===== config.mk =====
export PLATFORM = sky130hd
export DESIGN_NAME = audio_sample_sequencer
export DESIGN_NICKNAME = d
export VERILOG_FILES = /design/src/rtl/audio_sample_sequencer.sv
export SDC_FILE = /design/constraint.sdc
export NUM_CORES = 1
export LEC_CHECK = 0
export ABC_AREA = 1
export BUFFER_PORTS_ARGS = -buffer_cell sky130_fd_sc_hd__buf_2
export CORE_ASPECT_RATIO = 0.75
export CORE_MARGIN = 8
export CORE_UTILIZATION = 50
export CTS_BUF_LIST = sky130_fd_sc_hd__clkbuf_16
export DETAILED_ROUTE_END_ITERATION = 16
export HOLD_SLACK_MARGIN = 0.08
export PLACE_DENSITY = 0.89
export SETUP_SLACK_MARGIN = 0.02
export SLEW_MARGIN = 30
export SYNTH_ARGS = -nofsm -noshare
export SYNTH_HDL_FRONTEND = slang
export SYNTH_SLANG_ARGS = --single-unit
export TNS_END_PERCENT = 30

===== constraint.sdc =====
create_clock -name CLOCK_50 -period 1.7 [get_ports CLOCK_50]
set_clock_uncertainty 0.15 [all_clocks]
set_input_delay 0.085 -clock CLOCK_50 [delete_from_list [all_inputs] [get_ports CLOCK_50]]
set_output_delay 0.085 -clock CLOCK_50 [all_outputs]
set_load 0.02 [all_outputs]

===== src/rtl/audio_sample_sequencer.sv =====
// audio_sample_sequencer: pops a stereo sample from the CODEC, filters left then right
// through one shared FIR engine (or bypasses it) and pushes the pair back to the CODEC.
module audio_sample_sequencer #(
  parameter int DATA_W  = 24,
  parameter int TIMEOUT = 1023,
  parameter int STALL_W = 8
) (
  input  logic              CLOCK_50,
  input  logic              resetn,
  input  logic              bypass,
  input  logic              read_ready,
  input  logic [DATA_W-1:0] readdata_left,
  input  logic [DATA_W-1:0] readdata_right,
  output logic              read,
  input  logic              write_ready,
  output logic              write,
  output logic [DATA_W-1:0] writedata_left,
  output logic [DATA_W-1:0] writedata_right,
  output logic              filt_start,
  output logic              filt_sel,
  output logic [DATA_W-1:0] filt_din,
  input  logic              filt_done,
  input  logic [DATA_W-1:0] filt_dout,
  output logic              busy,
  output logic              timeout_err,
  output logic [STALL_W-1:0] stall_count
);
  localparam int CW = $clog2(TIMEOUT + 1);
  typedef enum logic [2:0] {IDLE, POP, FL_GO, FL_WAIT, FR_GO, FR_WAIT, WAIT_WR, PUSH} state_t;
  state_t state_q, state_d;
  logic [DATA_W-1:0] smp_l_q, smp_l_d, smp_r_q, smp_r_d, res_l_q, res_l_d;
  logic [DATA_W-1:0] wd_l_q, wd_l_d, wd_r_q, wd_r_d, din_q, din_d;
  logic [CW-1:0] cnt_q, cnt_d;
  logic [STALL_W-1:0] stall_q, stall_d;
  logic byp_q, byp_d, sel_q, sel_d, terr_q, terr_d, first_q, first_d;
  logic read_q, read_d, write_q, write_d, start_q, start_d, busy_q, busy_d;
  logic last_wait;
  assign last_wait = cnt_q == CW'(TIMEOUT - 1);
  always_comb begin
    state_d = state_q;
    smp_l_d = smp_l_q;
    smp_r_d = smp_r_q;
    res_l_d = res_l_q;
    wd_l_d  = wd_l_q;
    wd_r_d  = wd_r_q;
    din_d   = din_q;
    cnt_d   = cnt_q;
    stall_d = stall_q;
    byp_d   = byp_q;
    sel_d   = sel_q;
    terr_d  = terr_q;
    case (state_q)
      IDLE: if (read_ready) begin
        smp_l_d = readdata_left;
        smp_r_d = readdata_right;
        byp_d   = bypass;
        state_d = POP;
      end
      POP: begin
        state_d = byp_q ? WAIT_WR : FL_GO;
        wd_l_d  = byp_q ? smp_l_q : wd_l_q;
        wd_r_d  = byp_q ? smp_r_q : wd_r_q;
      end
      FL_GO: begin
        cnt_d   = '0;
        state_d = FL_WAIT;
      end
      // a done arriving on the last allowed cycle wins over the timeout
      FL_WAIT: begin
        cnt_d = cnt_q + 1'b1;
        if (filt_done || last_wait) begin
          res_l_d = filt_done ? filt_dout : smp_l_q;
          terr_d  = terr_q | ~filt_done;
          state_d = FR_GO;
        end
      end
      FR_GO: begin
        cnt_d   = '0;
        state_d = FR_WAIT;
      end
      FR_WAIT: begin
        cnt_d = cnt_q + 1'b1;
        if (filt_done || last_wait) begin
          wd_l_d  = res_l_q;
          wd_r_d  = filt_done ? filt_dout : smp_r_q;
          terr_d  = terr_q | ~filt_done;
          state_d = WAIT_WR;
        end
      end
      WAIT_WR: begin
        stall_d = (first_q && !write_ready && !(&stall_q)) ? stall_q + 1'b1 : stall_q;
        state_d = write_ready ? PUSH : WAIT_WR;
      end
      PUSH:    state_d = IDLE;
      default: state_d = IDLE;
    endcase
    first_d = (state_d == WAIT_WR) && (state_q != WAIT_WR);
    read_d  = state_d == POP;
    write_d = state_d == PUSH;
    start_d = (state_d == FL_GO) || (state_d == FR_GO);
    busy_d  = state_d != IDLE;
    sel_d   = (state_d == FL_GO) ? 1'b0 : (state_d == FR_GO) ? 1'b1 : sel_d;
    din_d   = (state_d == FL_GO) ? smp_l_q : (state_d == FR_GO) ? smp_r_q : din_d;
  end
  always_ff @(posedge CLOCK_50 or negedge resetn) begin
    if (!resetn) begin
      state_q <= IDLE;
      smp_l_q <= '0;
      smp_r_q <= '0;
      res_l_q <= '0;
      wd_l_q  <= '0;
      wd_r_q  <= '0;
      din_q   <= '0;
      cnt_q   <= '0;
      stall_q <= '0;
      byp_q   <= 1'b0;
      sel_q   <= 1'b0;
      terr_q  <= 1'b0;
      first_q <= 1'b0;
      read_q  <= 1'b0;
      write_q <= 1'b0;
      start_q <= 1'b0;
      busy_q  <= 1'b0;
    end else begin
      state_q <= state_d;
      smp_l_q <= smp_l_d;
      smp_r_q <= smp_r_d;
      res_l_q <= res_l_d;
      wd_l_q  <= wd_l_d;
      wd_r_q  <= wd_r_d;
      din_q   <= din_d;
      cnt_q   <= cnt_d;
      stall_q <= stall_d;
      byp_q   <= byp_d;
      sel_q   <= sel_d;
      terr_q  <= terr_d;
      first_q <= first_d;
      read_q  <= read_d;
      write_q <= write_d;
      start_q <= start_d;
      busy_q  <= busy_d;
    end
  end
  assign read            = read_q;
  assign write           = write_q;
  assign filt_start      = start_q;
  assign filt_sel        = sel_q;
  assign filt_din        = din_q;
  assign writedata_left  = wd_l_q;
  assign writedata_right = wd_r_q;
  assign busy            = busy_q;
  assign timeout_err     = terr_q;
  assign stall_count     = stall_q;
endmodule


== Word-level counts from Yosys, hierarchy flattened ==
Index checks and enable logic that the tools add are counted.
Word-level totals
  flip-flop bits (word level): 173
  input bits: 78
  word-level logic and storage cells: 76
  output and inout bits: 86
Operators by class
  bitwise logic cells: 2
  reductions and logical operators: 20
  add/sub/neg operators: 2
  muxes and demuxes: 19
  equal/unequal tests: 16
Operators by type and width (number)
  $mux W24: 8
  $pmux W24 S2: 2
  $pmux W3 S8: 1
  $eq A3 B3 Y1 const B: 7
  $pmux W10 S2: 1
  $mux W3: 4
  $add A10 B1 Y10 const B: 1
  $eq A10 B10 Y1 const B: 1
  $eq A3 B2 Y1 const B: 3
  $add A8 B1 Y8 const B: 1
  $reduce_and A2 Y1: 4
  $reduce_and A8 Y1: 1
  $eq A3 B1 Y1 const B: 2
  $reduce_bool A2 Y1: 3
  $ne A2 B2 Y1 const B: 2
  $reduce_or A2 Y1: 2
  $logic_and A1 B1 Y1: 3
  $logic_not A3 Y1: 1
  $mux W1: 3
  $ne A3 B3 Y1 const B: 1
  $reduce_and A3 Y1: 1
  $reduce_bool A3 Y1: 1
  $logic_not A1 Y1: 2
  $logic_or A1 B1 Y1: 2
  2 further kinds: 2

== Longest topological paths before layout ==
  depth in word-level cells: 7
  depth in mapped cells: 12
  mapped depth without buffers: 10

== Worst setup path before layout ==
Ideal clock, no wire load.
  kind: reg2reg
  start: register stall_q[1] (netlist: stall_count[1])
  end: register stall_q[3] (netlist: stall_count[3])
  clock period less this slack: 1.699 ns
  arrival time: 1.422 ns
  setup time: 0.127 ns
  path slack: 0.001 ns
  cell stages (with the launch flop): 9
  data required time: 1.423 ns
  path buffers: 0
  cell sequence: dfrtp_1 > ha_1 > nand3_1 > nor2_1 > nand4_1 > nand2_1 > inv_1 > nand2_1 > o21ai_0
Between the ends
  word-level cells in the longest chain between the ends: 4
  elaborated cells between the ends (all ways): 5
  those cells by class: add/sub (1); reduce/logical (4)
RTL lines
  from (decl): RTL line 34  | logic [STALL_W-1:0] stall_q, stall_d;
  from (signal assigned): RTL line 133  | stall_q <= stall_d;
  branches (longest 4 deep; another with $add A8 B1 Y8)
Several ways; the timed one is not identified.
A chain may end at the register's enable or synchronous reset.

== Worst setup path in the final report ==
  start: register cnt_q[0]
  end: register wd_l_q[3] (netlist: writedata_left[3])
Between the ends
  word-level cells in the longest chain between the ends: 4
RTL lines
  from (decl): RTL line 33  | logic [CW-1:0] cnt_q, cnt_d;
  from (signal assigned): RTL line 132  | cnt_q <= cnt_d;
  $eq A10 B10 Y1: RTL line 38  | assign last_wait = cnt_q == CW'(TIMEOUT - 1);
  $logic_or A1 B1 Y1: RTL line 83  | if (filt_done || last_wait) begin
  $ne A2 B2 Y1 (no source line)
  $reduce_and A3 Y1 (no source line)
  to (signal assigned): RTL line 129  | wd_l_q <= wd_l_d;
  to (decl): RTL line 32  | logic [DATA_W-1:0] wd_l_q, wd_l_d, wd_r_q, wd_r_d, din_q, din_d;
No other way between the ends.

==> results.txt <==
Net Sw Frac: 43.80%
data required time at the worst endpoint: 1.94 ns
Syn Nets: 1071
synthesized flop and latch total: 173
clock root buffer: clkbuf_16
critical path's largest stage delay: 0.39 ns
Post-Route WL: 28710 um
total iterations of the first detailed-routing run: 7
layout cells sized above 1: 25.91%
Power Total: 20.27 mW
Setup crit start kind: register
die height: 125.4 um
Synth area leader: dfrtp_1
worst hold path type: input port to async pin
final hold vios: 0
multi-input logic area: 0.003381 mm2
grt ovf: 0
Cells after Synth: 990
diode count: 0
Routed WL per cell: 19.56 um
count leader, synth: nand2_1
final net count: 1326
DRC: 0
Clock Sinks: 173
Tot GR Track Use: 26.45%
Synth async-reset ratio: 100.0%
main combinational cell family by area after synthesis: simple AND/OR/NAND/NOR gates
Netlist cell types: 33
post-synthesis sequential area ratio: 54.25%
initial antenna violation count: 0
Synth Area in Compound Gates: 10.91%
main area contributors after synthesis: dfrtp_1, nand2_1, o21ai_0
core area: 0.01582 mm2
post-route minimum period: 1.819 ns
slowest cell on the critical path: dfrtp_1
first-pass GRT wire length: 42970 um
Starting Density: 50.46%
clock slew at reported path FFs: 0.08 ns
max frequency: 549.7 MHz
measured slew at the worst slew-check pin: 0.4199 ns
Comb power frac: 45.2%
Mapped Area: 0.007980 mm2
relative slew slack: 72.00%
synth-to-layout area growth: 39.39%
Synth top area share: 54.25%
hold_ws: 0.07195 ns
Max IR drop VDD: 1023 uV
Setup crit end kind: register
io pins: 164
vias in the first global route: 8133
Yosys warning count: 0
vias per cell: 5.640
number of port buffers: 163
# H-tree levels: 4
CTS buffer count: 17
Clock power frac: 19.7%
critical path class: register to register
Synth top cells by count: nand2_1, dfrtp_1, o21ai_0
Die W: 161.9 um
CTS tree: done
Synth Flop Type: dfrtp_1
fill cell count: 1100
crit-path cells: inv_2 -> ha_4 -> nand3_2 -> nor2_2 -> nand2_2 -> nand2_4 -> nand2_4 -> nand2_8 -> buf_12 -> nand2_1 -> nand2_1
final worst slack: -0.1193 ns
Final Setup Violations: 73
gpl congestion: 0.8678
Post-synth EDFFs: 0
max capacitance violation total: 0
outcome: finished, violations left
sequential share of power: 35.1%
Reg area: 0.004332 mm2
largest net degree at the start of global routing: 71
post-CTS setup buffers: 0
Max Slew Vio Count: 0
adder-cell share of the synthesized area: 0.4704%
worst-path fanout max: 10
DR vias: 8280
failing checks: setup timing
initial drt markers: 1129
leak pwr: 5.718 nW
power per cell area: 1822 mW/mm2
Die Area: 0.02030 mm2
Cell Int Power: 11.39 mW
Clock Tree Buf Depth: 2
XOR/XNOR Fraction of Synth Area: 0.9878%
RSZ-0062 raised after global routing: yes
worst skew pair latency: 0.45 ns
DP Wirelength: 16940 um
pre-CTS setup slack: -0.08463 ns
Rows: 40
Tcrit/Tclk final: 107.0%
r2r setup slk: -0.12 ns
Avg Inst Size Synth: 8.061 um2
Final ANT Viol Nets: 0
data arrival time of the critical path: 2.06 ns
Synth Area in Simple Gates: 26.42%
Psw: 8.876 mW
mux share of post-synthesis cell area: 0%
## cell usage in the layout (no fill, tap or decap), types with 25 or more instances in the layout
| cell | n |
|---|---|
| nand3_1 | 80 |
| nand2_1 | 344 |
| o21ai_0 | 116 |
| dlygate4sd3_1 | 78 |
| nand2_2 | 25 |
| dfrtp_1 | 171 |
| buf_2 | 162 |
| buf_4 | 26 |
| nor2_1 | 32 |
| inv_1 | 56 |
## layout make-up
type | count | area share, %
clock buffers | 17 | 3.825
well taps | 210 | 2.362
repair buffers | 294 | 20.87
clock inverters | 15 | 1.462
inverters | 63 | 2.148
multi-input cells | 696 | 30.39
flip-flops and latches | 173 | 38.94
## worst max-delay path: cells and delay by family, from the launching register on
family	cells	cell delay, ns
fa+ha+maj	1	0.12
buf+inv	2	0.22
flops	1	0.39
simple gates	8	0.88
## path summary, 6_finish.rpt
check,from,endpoint,cells past startpoint
min in group CLOCK_50,readdata_right[23],smp_r_q[23],4
worst min register to register,filt_sel,filt_sel,2
worst min-delay path,resetn,state_q[0],3
max in group asynchronous,resetn,cnt_q[6],3
worst max register to register,cnt_q[0],writedata_left[3],11
worst max-delay path,cnt_q[0],writedata_left[3],11
## sequential cells by signal, summed over array words and instances (netlist names), 3 cells and up
signal	flops
cnt_q	10
writedata_right	24
state_q	3
smp_l_q	24
smp_r_q	24
stall_count	8
res_l_q	24
writedata_left	24
filt_din	24
## kinds of logic (layout without fill, tap and decap cells)
kind of cell,count (synthesis),after routing
simple gates,514,514
xor+xnor,9,9
fa+ha+maj,3,3
buf+inv,121,389
compound gates,170,170
flops,173,173
## per-stage QoR
step	utilization [%]	TNS [ns]	instance area, um2	cells
finish	70.33	-1.473	11120	1468
detailed placement	58.54	-0.7978	9259	1351
CTS	67.71	-0.3116	10710	1463
floorplan	-	0	7983	990
global route	70.33	-10.94	11120	1468
global placement	58.54	-0.1619	9259	1351
## repair_timing
action,CTS,global route
resized for setup,13,92
setup endpoints to repair,55,127
pin swaps,0,10
gates cloned,2,5
hold buffers,78,0
hold endpoints to repair,280,0
## routing by layer
layer,track usage (%),wire [um],up-vias
li1,-,-,3683
met1,33.16,11010,3852
met2,39.95,12920,589
met3,9.803,3480,156
met4,12.33,1297,0
met5,0,0,-
## power groups by stage
stage          Combinational [mW]  Clock (mW)  Sequential [mW]
2_1_floorplan                4.06           0             7.76
3_3_place_gp                 7.68           0             6.89
3_5_place_dp                 7.93           0             6.93
4_1_cts                      8.28        3.97             6.90
5_1_grt                      10.0        4.15             7.23
6_report                     9.17        3.99             7.11
Note: power is estimated with default switching activity, not from simulation.
